File: config.mk
export PLATFORM = sky130hd
export DESIGN_NAME = conv_accumulator_27
export DESIGN_NICKNAME = d
export VERILOG_FILES = /design/src/rtl/conv_accumulator_27_pkg.sv /design/src/rtl/conv_accumulator_27_add3_reg.sv /design/src/rtl/conv_accumulator_27.sv
export SDC_FILE = /design/constraint.sdc
export NUM_CORES = 1
export LEC_CHECK = 0
export CAP_MARGIN = 15
export CORE_MARGIN = 4
export CORE_UTILIZATION = 35
export CTS_BUF_LIST = sky130_fd_sc_hd__clkbuf_8 sky130_fd_sc_hd__clkbuf_16
export DETAILED_ROUTE_END_ITERATION = 6
export GPL_TIMING_DRIVEN = 0
export SETUP_SLACK_MARGIN = 0.02
export SYNTH_ARGS = -nofsm -noshare
export SYNTH_HDL_FRONTEND = slang
export SYNTH_SLANG_ARGS = --single-unit
export TNS_END_PERCENT = 50
File: constraint.sdc
create_clock -name clk -period 7 [get_ports clk]
set_input_delay 1.05 -clock clk [delete_from_list [all_inputs] [get_ports clk]]
set_output_delay 1.05 -clock clk [all_outputs]
set_load 0.005 [all_outputs]
File: src/rtl/conv_accumulator_27_pkg.sv
// Shared constants and helpers for the 27-lane convolution accumulator.
// Holds format defaults, tree geometry, accumulator width and saturation bounds.
package conv_accumulator_27_pkg;

    localparam int BITSIZE_DEFAULT   = 14;
    localparam int FRAC_BITS_DEFAULT = 7;
    localparam int NUM_PRODUCTS      = 27;
    localparam int NUM_STAGE1        = NUM_PRODUCTS / 3;
    localparam int NUM_STAGE2        = NUM_STAGE1 / 3;
    localparam int MAX_GROUPS        = 64;

    // 27 products need 5 growth bits; each doubling of the group count adds one more.
    function automatic int acc_width(input int bitsize, input int num_groups);
        return bitsize + 5 + $clog2(num_groups);
    endfunction

    function automatic longint sat_max(input int width);
        return (longint'(1) <<< (width - 1)) - 1;
    endfunction

    function automatic longint sat_min(input int width);
        return -(longint'(1) <<< (width - 1));
    endfunction

endpackage

File: src/rtl/conv_accumulator_27_add3_reg.sv
// Signed 3-input adder with a registered, sign-extended output.
// Building block of the 27 -> 9 -> 3 -> 1 reduction tree.
module add3_reg #(
    parameter int IN_W  = 14,
    parameter int OUT_W = 19
) (
    input  logic                    clk,
    input  logic                    rst,
    input  logic signed [IN_W-1:0]  a,
    input  logic signed [IN_W-1:0]  b,
    input  logic signed [IN_W-1:0]  c,
    output logic signed [OUT_W-1:0] sum
);

    // NOTE: a size cast of a signed operand sign-extends, so the sum is exact in OUT_W.
    always_ff @(posedge clk or negedge rst) begin
        if (!rst) begin
            sum <= '0;
        end else begin
            sum <= OUT_W'(a) + OUT_W'(b) + OUT_W'(c);
        end
    end

endmodule

File: src/rtl/conv_accumulator_27.sv
// Reduces one 27-lane product vector per clock, accumulates NUM_GROUPS vectors,
// then adds bias, saturates, optionally applies ReLU and strobes one output pixel.
module conv_accumulator_27
    import conv_accumulator_27_pkg::*;
#(
    parameter int bitsize    = BITSIZE_DEFAULT,
    parameter int FRAC_BITS  = FRAC_BITS_DEFAULT,
    parameter int NUM_GROUPS = 1
) (
    input  logic                              clk,
    input  logic                              rst,
    input  logic [bitsize*NUM_PRODUCTS-1:0]   mul_result,
    input  logic                              mul_valid,
    input  logic signed [bitsize-1:0]         bias,
    input  logic                              relu_en,
    input  logic                              clear,
    output logic signed [bitsize-1:0]         acc_result,
    output logic                              out_valid
);

    localparam int ACC_W = acc_width(bitsize, NUM_GROUPS);
    localparam int CNT_W = (NUM_GROUPS > 1) ? $clog2(NUM_GROUPS) : 1;

    localparam logic [CNT_W-1:0] LAST_GRP = CNT_W'(NUM_GROUPS - 1);

    localparam longint SAT_MAX_L = sat_max(bitsize);
    localparam longint SAT_MIN_L = sat_min(bitsize);

    localparam logic signed [ACC_W-1:0]   SAT_MAX = ACC_W'(SAT_MAX_L);
    localparam logic signed [ACC_W-1:0]   SAT_MIN = ACC_W'(SAT_MIN_L);
    localparam logic signed [bitsize-1:0] RES_MAX = bitsize'(SAT_MAX_L);
    localparam logic signed [bitsize-1:0] RES_MIN = bitsize'(SAT_MIN_L);

    // FRAC_BITS only documents the shared Q format; it must fit inside the word.
    if (NUM_GROUPS < 1 || NUM_GROUPS > MAX_GROUPS ||
        FRAC_BITS < 0 || FRAC_BITS >= bitsize) begin : g_param_check
        $error("conv_accumulator_27: illegal NUM_GROUPS or FRAC_BITS");
    end

    logic signed [bitsize-1:0] lane [NUM_PRODUCTS];
    logic signed [ACC_W-1:0]   s1   [NUM_STAGE1];
    logic signed [ACC_W-1:0]   s2   [NUM_STAGE2];
    logic signed [ACC_W-1:0]   s3;

    logic v1;
    logic v2;
    logic v3;

    logic signed [ACC_W-1:0]   acc;
    logic [CNT_W-1:0]          grp_cnt;
    logic signed [ACC_W-1:0]   t_sum;
    logic signed [bitsize-1:0] sat_val;
    logic signed [bitsize-1:0] final_val;

    for (genvar i = 0; i < NUM_PRODUCTS; i++) begin : g_lane
        assign lane[i] = mul_result[i*bitsize +: bitsize];
    end

    for (genvar j = 0; j < NUM_STAGE1; j++) begin : g_stage1
        add3_reg #(
            .IN_W  (bitsize),
            .OUT_W (ACC_W)
        ) u_add (
            .clk (clk),
            .rst (rst),
            .a   (lane[3*j]),
            .b   (lane[3*j+1]),
            .c   (lane[3*j+2]),
            .sum (s1[j])
        );
    end

    for (genvar j = 0; j < NUM_STAGE2; j++) begin : g_stage2
        add3_reg #(
            .IN_W  (ACC_W),
            .OUT_W (ACC_W)
        ) u_add (
            .clk (clk),
            .rst (rst),
            .a   (s1[3*j]),
            .b   (s1[3*j+1]),
            .c   (s1[3*j+2]),
            .sum (s2[j])
        );
    end

    add3_reg #(
        .IN_W  (ACC_W),
        .OUT_W (ACC_W)
    ) u_stage3 (
        .clk (clk),
        .rst (rst),
        .a   (s2[0]),
        .b   (s2[1]),
        .c   (s2[2]),
        .sum (s3)
    );

    // The stage sums are free-running; only the valid shift register marks live data.
    always_ff @(posedge clk or negedge rst) begin
        if (!rst) begin
            v1 <= 1'b0;
            v2 <= 1'b0;
            v3 <= 1'b0;
        end else if (clear) begin
            v1 <= 1'b0;
            v2 <= 1'b0;
            v3 <= 1'b0;
        end else begin
            v1 <= mul_valid;
            v2 <= v1;
            v3 <= v2;
        end
    end

    always_comb begin
        t_sum = acc + s3 + ACC_W'(bias);
        if (t_sum > SAT_MAX) begin
            sat_val = RES_MAX;
        end else if (t_sum < SAT_MIN) begin
            sat_val = RES_MIN;
        end else begin
            sat_val = t_sum[bitsize-1:0];
        end
        final_val = (relu_en && sat_val[bitsize-1]) ? '0 : sat_val;
    end

    // acc_result deliberately survives a clear so the last pixel stays readable.
    always_ff @(posedge clk or negedge rst) begin
        if (!rst) begin
            acc        <= '0;
            grp_cnt    <= '0;
            acc_result <= '0;
            out_valid  <= 1'b0;
        end else if (clear) begin
            acc        <= '0;
            grp_cnt    <= '0;
            out_valid  <= 1'b0;
        end else if (v3) begin
            if (grp_cnt == LAST_GRP) begin
                acc_result <= final_val;
                out_valid  <= 1'b1;
                acc        <= '0;
                grp_cnt    <= '0;
            end else begin
                acc        <= acc + s3;
                grp_cnt    <= grp_cnt + 1'b1;
                out_valid  <= 1'b0;
            end
        end else begin
            out_valid <= 1'b0;
        end
    end

endmodule

==> flow_metrics.env <==
export IMPL_fin_nets=3002
export IMPL_grt_first_pass_wirelength_mm=76.2
export IMPL_cts_sinks=238
export IMPL_cts_hold_buf=0
export IMPL_worst_pin_slew_ns=0.768
export IMPL_layout_common_cells="clkdlybuf4s50_1 (410), dfrtp_1 (238), ha_1 (209)"
export IMPL_area_growth_pct=32.2
export IMPL_ys_seq_area_share_pct=31.1
export IMPL_ant_nets=0
export IMPL_reg2reg_depth=13
export IMPL_grt_overflow_total=0
export IMPL_track_usage_pct=15.8
export IMPL_htree_levels=1
export IMPL_cp_arrival_ns=4.69
export IMPL_diodes=0
export IMPL_max_slew_margin_pct=47.5
export IMPL_syn_area_per_cell_um2=11.0
export IMPL_regToRegEndpoint="g_stage2[1].u_add.sum[17]$_DFF_PN0_"
export IMPL_dp_hpwl_mm=39.6
export IMPL_drtIter0Drc=505
export IMPL_cp_required_ns=7.44
export IMPL_power_leakage_nw=11.2
export IMPL_antenna_found_initial=1
export IMPL_status="complete, no violations"
export IMPL_worst_path_max_fanout=10
export IMPL_multi_input_area_um2=12500
export IMPL_io_pins=412
export IMPL_reg2reg_slack_ns=3.04
export IMPL_ff_latch_area_um2=5960
export IMPL_final_common_cell="clkdlybuf4s50_1"
export IMPL_worstReg2RegStart="g_stage1[3].u_add.sum[1]$_DFF_PN0_"
export IMPL_min_period_ns=4.24
export IMPL_path_class="primary input to flop"
export IMPL_wl_per_cell_um=15.7
export IMPL_maxCapViolations=0
export IMPL_clk_latency_ns=0.55
export IMPL_clk_pin_slew_worst_paths_ns=0.06
export IMPL_synth_nets=2558
export IMPL_viasPerCell=4.82
export IMPL_grt_start_max_net_pins=110
export IMPL_clock_skew_ns=0.00884
export IMPL_synth_area_leader_cell="dfrtp_1"
export IMPL_cts_made_buffers=29
export IMPL_post_cts_setup_buffers=0
export IMPL_totalWireLength_mm=45.6
export IMPL_fin_util_pct=46.9
export IMPL_die_width_um=242
export IMPL_yosysTopAreaCellShare_pct=31.1
export IMPL_clockBufferDepth=3
export IMPL_place_congestion=0.832
export IMPL_grt_pass1_vias=15600
export IMPL_power_density_nw_per_um2=483
export IMPL_total_power_mw=12.2
export IMPL_core_area_um2=53900
export IMPL_drive_gt1_share_pct=3.89
export IMPL_setup_tns_final_ns=0
export IMPL_fill_cells=4938
export IMPL_worstHoldPathType="primary input to asynchronous set/reset pin"
export IMPL_worstSetupEndpointType="flop"
export IMPL_startpoint_type="primary input"
export IMPL_ys_top_cells_by_area="dfrtp_1 (31%), fa_1 (22%), ha_1 (14%)"
export IMPL_num_vias=14000
export IMPL_synthFlopType="dfrtp_1"
export IMPL_rsz0062_at_grt="false"
export IMPL_yosysWarnings=0
export IMPL_syn_inst=1746
export IMPL_cts_root_buf="clkbuf_16"
export IMPL_rows=85
export IMPL_drcViolationCount=0
export IMPL_ys_ff_latch=238
export IMPL_cp_startpoint="bias[0]"
export IMPL_io_buffer_count=411
export IMPL_synth_edf_count=0
export IMPL_fin_crit_sh_pct=60.6
export IMPL_slew_violations=0
export IMPL_ys_async_sr_fraction_pct=100
export IMPL_start_util_pct=35.5
export IMPL_cts_tree="built"
export IMPL_dr_pass1_iters=6
export IMPL_dieArea_um2=58500
export IMPL_ir_worst_vdd_uv=224
export IMPL_synthesis_area_um2=19100
export IMPL_yosysUniqueCellTypes=62
export IMPL_max_freq_mhz=236
export IMPL_ctsResizeCount=0
export IMPL_setup_violations=0
export IMPL_hold_viol=0
export IMPL_die_h_um=242
==> final cells by class <==
type	instances	area share, %
inverter	177	2.63
buffer	6	0.109
sequential	238	23.5
clock inverter	19	1.36
clock buffer	33	3.09
tap	696	3.44
timing repair buffer	413	16.5
multi-input combinational	1325	49.3
==> metrics by stage <==
stage          setup slack, ns  instance area [um^2]  instances  hold WS (ns)
5_1_grt                   2.50                 25300       2907         0.422
4_1_cts                   2.80                 25300       2907         0.388
6_report                  2.76                 25300       2907         0.401
3_5_place_dp              2.23                 24200       2855         0.469
3_3_place_gp             -5.02                 24100       2853         0.460
2_1_floorplan             3.15                 19100       1746         0.439
==> critical path: stages <==
cell,delay (ns)
clkdlybuf4s50_1,0.47
ha_1,0.21
inv_1,0.07
fa_1,0.38
nand2b_1,0.19
a21oi_2,0.21
o21a_2,0.22
a22oi_2,0.08
o311a_1,0.38
or4_4,0.53
nor4_4,0.51
nor2_2,0.11
o311ai_1,0.27
==> registers in the layout, indices dropped and copies added, names as in the netlist <==
register / cells
acc_result: 14
out_valid: 1
v1: 1
v3: 1
g_stage2.u_add.sum: 57
g_stage1.u_add.sum: 144
u_stage3.sum: 19
v2: 1
==> synthesized netlist by cell type (9+ instances only) <==
cell type / instances
a21boi_0: 24
dfrtp_1: 238
a31oi_1: 18
or3_1: 13
a21o_1: 30
and3_1: 14
nand3_1: 23
a21oi_1: 76
nand2b_1: 29
xor2_1: 46
fa_1: 206
xnor2_1: 116
ha_1: 209
nand2_1: 77
nor3_1: 39
inv_1: 177
o21a_1: 10
o21ai_0: 92
o2111ai_1: 9
or2_2: 13
nor2_1: 116
a211o_1: 10
nor2b_1: 31
and2_1: 11
==> where the power goes <==
part	switching, mW	internal [mW]
registers	0.361	2.15
clock network	0.576	1.16
logic	4.26	3.72
total	5.19	7.03
==> cell families after synthesis <==
| logic type | Yosys count | share of synthesized area, % |
|---|---|---|
| AO/OA/AOI/OAI | 371 | 13.0 |
| flip-flops | 238 | 31.1 |
| multiplexers | 1 | 0.0589 |
| AND/OR/NAND/NOR | 376 | 9.51 |
| buffers and inverters | 183 | 3.62 |
| XOR/XNOR | 162 | 7.42 |
| adder cells (fa/ha/maj) | 415 | 35.2 |
==> metal layers <==
layer,vias to the layer above,share of wire [%],track usage [%]
li1,6883,-,-
met1,6814,41,18.9
met2,241,52,29.6
met3,77,3.5,2.41
met4,0,3.1,4.32
met5,-,0,0
==> worst max path at each step <==
stage                                                      to  slack (ns)  depth (start not counted)
after floorplan                    acc_result[12]$_DFFE_PN0P_        3.15                         12
after global placement    g_stage1[5].u_add.sum[13]$_DFF_PN0_       -5.02                          1
after detailed placement  g_stage1[8].u_add.sum[14]$_DFF_PN0_        2.23                         12
after CTS                           acc_result[8]$_DFFE_PN0P_        2.80                         13
after global routing      g_stage1[6].u_add.sum[17]$_DFF_PN0_        2.50                         14
final                               acc_result[8]$_DFFE_PN0P_        2.76                         13
(Power assumes the default switching activity.)
